File: config.mk
export PLATFORM = sky130hd
export DESIGN_NAME = rr_arbiter_2
export DESIGN_NICKNAME = d
export VERILOG_FILES = /design/src/rtl/rr_arbiter_2.sv
export SDC_FILE = /design/constraint.sdc
export NUM_CORES = 1
export LEC_CHECK = 0
export ABC_AREA = 1
export BUFFER_PORTS_ARGS = -buffer_cell sky130_fd_sc_hd__buf_2
export CORE_AREA = 2 2 39 41
export DETAILED_ROUTE_END_ITERATION = 8
export DIE_AREA = 0 0 41 43
export SLEW_MARGIN = 20
export SYNTH_ARGS = -nofsm -noshare
export SYNTH_HDL_FRONTEND = slang
export SYNTH_SLANG_ARGS = --single-unit
File: constraint.sdc
create_clock -name clk -period 2.7 [get_ports clk]
set_input_delay 0.27 -clock clk [delete_from_list [all_inputs] [get_ports clk]]
set_output_delay 0.27 -clock clk [all_outputs]
set_load 0.05 [all_outputs]
File: src/rtl/rr_arbiter_2.sv
// Two-requester round-robin arbiter with registered one-hot grant and a
// bounded tenure under contention; preempt pulses when tenure expiry moves the grant.
module rr_arbiter_2 #(
    parameter int MAX_HOLD = 8
) (
    input  logic       clk,
    input  logic       rst,
    input  logic [1:0] request,
    output logic [1:0] grant,
    output logic       preempt
);

    localparam int CNT_W     = (MAX_HOLD > 0) ? $clog2(MAX_HOLD + 1) : 1;
    localparam int HOLD_LAST = (MAX_HOLD > 0) ? (MAX_HOLD - 1) : 0;

    typedef enum logic [1:0] {
        ST_IDLE = 2'd0,
        ST_OWN0 = 2'd1,
        ST_OWN1 = 2'd2
    } state_t;

    state_t             r_state;
    logic [CNT_W-1:0]   r_hold_cnt;
    logic               r_last;
    logic [1:0]         r_grant;
    logic               r_preempt;

    state_t             w_state_nxt;
    logic [CNT_W-1:0]   w_hold_nxt;
    logic               w_last_nxt;
    logic               w_preempt_nxt;
    logic [1:0]         w_grant_nxt;
    logic               w_own;
    logic               w_req_own;
    logic               w_req_oth;
    logic               w_expire;

    function automatic logic [1:0] decode_grant(input state_t st);
        case (st)
            ST_OWN0: decode_grant = 2'b01;
            ST_OWN1: decode_grant = 2'b10;
            default: decode_grant = 2'b00;
        endcase
    endfunction

    assign w_own     = (r_state == ST_OWN1);
    assign w_req_own = w_own ? request[1] : request[0];
    assign w_req_oth = w_own ? request[0] : request[1];
    // MAX_HOLD of zero disables preemption entirely.
    assign w_expire  = (MAX_HOLD != 0) && (r_hold_cnt == CNT_W'(HOLD_LAST));

    // State register: owner, tenure counter, rotation pointer and registered outputs.
    always_ff @(posedge clk) begin
        if (rst) begin
            r_state    <= ST_IDLE;
            r_hold_cnt <= '0;
            r_last     <= 1'b1;
            r_grant    <= 2'b00;
            r_preempt  <= 1'b0;
        end else begin
            r_state    <= w_state_nxt;
            r_hold_cnt <= w_hold_nxt;
            r_last     <= w_last_nxt;
            r_grant    <= w_grant_nxt;
            r_preempt  <= w_preempt_nxt;
        end
    end

    // Next-state logic: pick, keep, release or preempt the owner.
    always_comb begin
        w_state_nxt   = r_state;
        w_hold_nxt    = '0;
        w_last_nxt    = r_last;
        w_preempt_nxt = 1'b0;
        case (r_state)
            ST_IDLE: begin
                case (request)
                    2'b01:   w_state_nxt = ST_OWN0;
                    2'b10:   w_state_nxt = ST_OWN1;
                    2'b11:   w_state_nxt = r_last ? ST_OWN0 : ST_OWN1;
                    default: w_state_nxt = ST_IDLE;
                endcase
            end
            ST_OWN0, ST_OWN1: begin
                if (!w_req_own) begin
                    // Hand straight to a waiting requester so there is no idle gap.
                    w_last_nxt  = w_own;
                    if (w_req_oth) begin
                        w_state_nxt = w_own ? ST_OWN0 : ST_OWN1;
                    end else begin
                        w_state_nxt = ST_IDLE;
                    end
                end else if (!w_req_oth) begin
                    w_hold_nxt = '0;
                end else if (w_expire) begin
                    w_state_nxt   = w_own ? ST_OWN0 : ST_OWN1;
                    w_last_nxt    = w_own;
                    w_preempt_nxt = 1'b1;
                end else if (MAX_HOLD != 0) begin
                    w_hold_nxt = r_hold_cnt + CNT_W'(1);
                end else begin
                    w_hold_nxt = '0;
                end
            end
            default: begin
                w_state_nxt = ST_IDLE;
            end
        endcase
    end

    // Output decode: grant follows the next state so it is registered with it.
    always_comb begin
        w_grant_nxt = decode_grant(w_state_nxt);
    end

    assign grant   = r_grant;
    assign preempt = r_preempt;

endmodule

==> summary.txt <==
GRT
  • Largest net degree at the start of global routing: 7
  • Met3 usage: 0.07853
  • Grt met1 use: 0.1564
  • First-pass GRT wire length: 1600 um
  • Initial antenna violation count: 0
  • Met2 Use GR: 0.2031
  • Overflow after GRT: 0
  • Vias in the first global route: 406
  • Tot GR Track Use: 0.1381
  • Grt peak-use layer: met2

Timing
  • Fin crit period: 1.544 ns
  • Hold Fails Final Rpt: 0
  • Slew at the pin closest to its max-slew limit: 0.2489 ns
  • Final setup fails: 0
  • Max_slew headroom: 0.8352
  • Min Hold Slack: 0.2152 ns
  • Final setup margin: 1.156 ns
  • Fin crit share: 0.5718
  • RSZ-0062 raised after global routing: false
  • Upper clock frequency limit: 647.7 MHz
  • Final TNS setup: 0 ns
  • Setup Skew: 0.002951 ns
  • Fin. max-slew vios: 0

Detailed routing
  • Final wirelength: 897 um
  • Via count: 438
  • Detailed Routing Iterations Pass 1: 4
  • Via/cell ratio: 4.563
  • DRT iter0 DRCs: 8
  • DRC: 0
  • Final ANT Viol Nets: 0
  • DR WL/cell: 9.344 um

Power
  • Power per cell area: 611.1 nW/um^2
  • Comb pwr share: 0.222
  • P_int: 0.2673 mW
  • Seq pwr share: 0.432
  • Tot Pwr: 0.3785 mW
  • Switch share: 0.2937
  • P_sw: 0.1112 mW
  • Power share of the clock group: 0.347
  • Peak supply drop: 0.0002739 V
  • Leakage power: 0.3092 nW

Placed design
  • IO buf count: 6
  • Pre-CTS setup slack: 1.150 ns
  • Inst Count DP: 92
  • Post-DP Area: 583.1 sq um
  • Detailed Place HPWL: 728.3 um
  • Gp weighted congestion: 0.7854

CTS
  • CTS resizes: 0
  • Worst-path clk slew: 0.06 ns
  • # H-tree levels: 1
  • TritonCTS clock tree: built
  • Clock sinks: 10
  • Clock latency on the worst-skew pair: 0.26 ns
  • Post-CTS setup buffers: 0
  • Clock buffer depth: 2
  • TritonCTS Buffers: 3
  • Cts hold-fix bufs: 0
  • CTS root buf: clkbuf_4

Yosys
  • Post-synth ARST share: 0
  • Synth top area share: 0.3756
  • Synthesized area per cell: 7.614 sq um
  • Post-Syn Area: 533.0 sq um
  • Area leader, netlist: dfxtp_1
  • Syn Nets: 78
  • Area contributors post-synth: dfxtp_1, nand2_1, ha_1
  • Seq/Total Area, Yosys: 0.3756
  • Yosys warnings: 0
  • Synth unique cells: 19
  • EDFF count, synth: 0
  • Number of synthesized register bits: 10
  • Synth Instances: 70
  • Most instantiated library cell after synthesis: nand2_1
  • Main synth FF type: dfxtp_1
  • Commonest cells in the netlist: nand2_1, inv_1, dfxtp_1

Die
  • Initial Util: 0.3852
  • FP Rows: 14
  • Chip height: 43 um
  • Core area: 1384 sq um
  • Die width: 41 um
  • # IOs: 7
  • Die Area: 1763 sq um

Outcome
  • Status: finished, final reports clean

Setup path
  • CP Data Required Time: 2.86 ns
  • CP Class: register to register
  • Critical path arrival: 1.70 ns
  • Reg2reg start: r_state[0]$_SDFF_PP0_
  • FF-to-FF End: grant[0]$_SDFF_PP0_
  • Register-to-register setup slack: 1.16 ns
  • Setup crit start kind: register
  • Crit path max fanout: 4
  • Worst-case reg-to-reg path depth: 13
  • Crit path capture type: register

Flow run
  • Max-cap violations: 0

Layout
  • Share of cells above drive strength 1: 0.2875
  • Non-filler cells, final: 96
  • Layout Nets: 89
  • P&R area growth vs syn: 16.20%
  • Final instance area: 619.3 sq um
  • Ant diodes: 0
  • Fin util: 0.4476

Worst hold path
  • HP Start: rst
  • Worst hold endpoint: r_last$_SDFFE_PP1P_
  • Worst min-delay path category: primary input to register
  • Worst hold stages: 3
logic make-up (layout without fill, tap and decap cells):
kind of cell,count (synthesis),after routing,share of synthesized area
and+or+nand+nor,35,35,0.3404
buffers and inverters,12,22,0.08450
DFF,10,10,0.3756
AOI/OAI and AO/OA,8,8,0.08921
adders and majority gates,4,4,0.09390
xor gates and xnor gates,1,1,0.01643
sequential cells by signal, summed over array words and instances, names as in the netlist:
| name | cells |
|---|---|
| r_state | 2 |
| grant | 2 |
| preempt | 1 |
| r_last | 1 |
| r_hold_cnt | 4 |
power groups by stage:
stage / logic (mW) / clock network (mW) / registers, mW
6_report: 0.0839 / 0.131 / 0.163
5_1_grt: 0.0951 / 0.141 / 0.164
4_1_cts: 0.0846 / 0.136 / 0.164
3_5_place_dp: 0.0840 / 0 / 0.167
3_3_place_gp: 0.0835 / 0 / 0.167
2_1_floorplan: 0.0542 / 0 / 0.178
worst max-delay path by stage:
stage	from	end	slack (ns)	depth (start not counted)
after CTS	r_state[0]$_SDFF_PP0_	grant[0]$_SDFF_PP0_	1.14	13
final	r_state[0]$_SDFF_PP0_	grant[0]$_SDFF_PP0_	1.16	13
after global placement	r_state[0]$_SDFF_PP0_	grant[1]$_SDFF_PP0_	1.18	14
after detailed placement	r_state[0]$_SDFF_PP0_	grant[0]$_SDFF_PP0_	1.15	13
after global routing	r_state[0]$_SDFF_PP0_	grant[0]$_SDFF_PP0_	0.97	13
after floorplan	r_state[0]$_SDFF_PP0_	grant[0]$_SDFF_PP0_	1.33	13
layout make-up:
type	instances	area, sq um
Clock buffer	4	36.28
Fill cell	149	764.5
Inverter	12	45.04
Multi-Input combinational cell	48	287.8
Sequential cell	10	200.2
Tap cell	16	20.02
Timing Repair Buffer	6	30.03
cell usage in the layout, fill, tap and decap left out:
| master | Yosys | layout |
|---|---|---|
| inv_2 | 1 | 1 |
| nand3_2 | 1 | 1 |
| clkbuf_8 | 0 | 1 |
| nand4_2 | 1 | 1 |
| nor2_4 | 1 | 1 |
| nand2_1 | 16 | 16 |
| buf_2 | 0 | 6 |
| clkbuf_4 | 0 | 3 |
| nand2_2 | 3 | 3 |
| ha_1 | 4 | 4 |
| nor3_1 | 1 | 1 |
| xor2_1 | 1 | 1 |
| a21oi_2 | 2 | 2 |
| dfxtp_1 | 10 | 10 |
| nor2_1 | 5 | 5 |
| o21ai_0 | 2 | 2 |
| nor2_2 | 3 | 3 |
| or2_4 | 1 | 1 |
| nand3_1 | 2 | 2 |
| a21oi_1 | 4 | 4 |
| nor3b_1 | 1 | 1 |
| inv_1 | 11 | 11 |
routing by layer:
| layer | share of wire | wire (um) |
|---|---|---|
| met1 | 0.44 | 396 |
| met2 | 0.47 | 426 |
| met3 | 0.067 | 60 |
| met4 | 0.014 | 13 |
| met5 | 0 | 0 |
critical path: stages, from the launching register on:
cell and delay (ns):
dfxtp_1 0.31, inv_1 0.09, ha_1 0.25, inv_1 0.09
nand2_1 0.08, nand2_2 0.06, nand2_2 0.07, nand2_1 0.05
nand2_1 0.05, nand2_1 0.04, nand2_1 0.06, nand2_1 0.06
a21oi_1 0.15, nor2_1 0.06
Power figures use the tool's default switching activity.
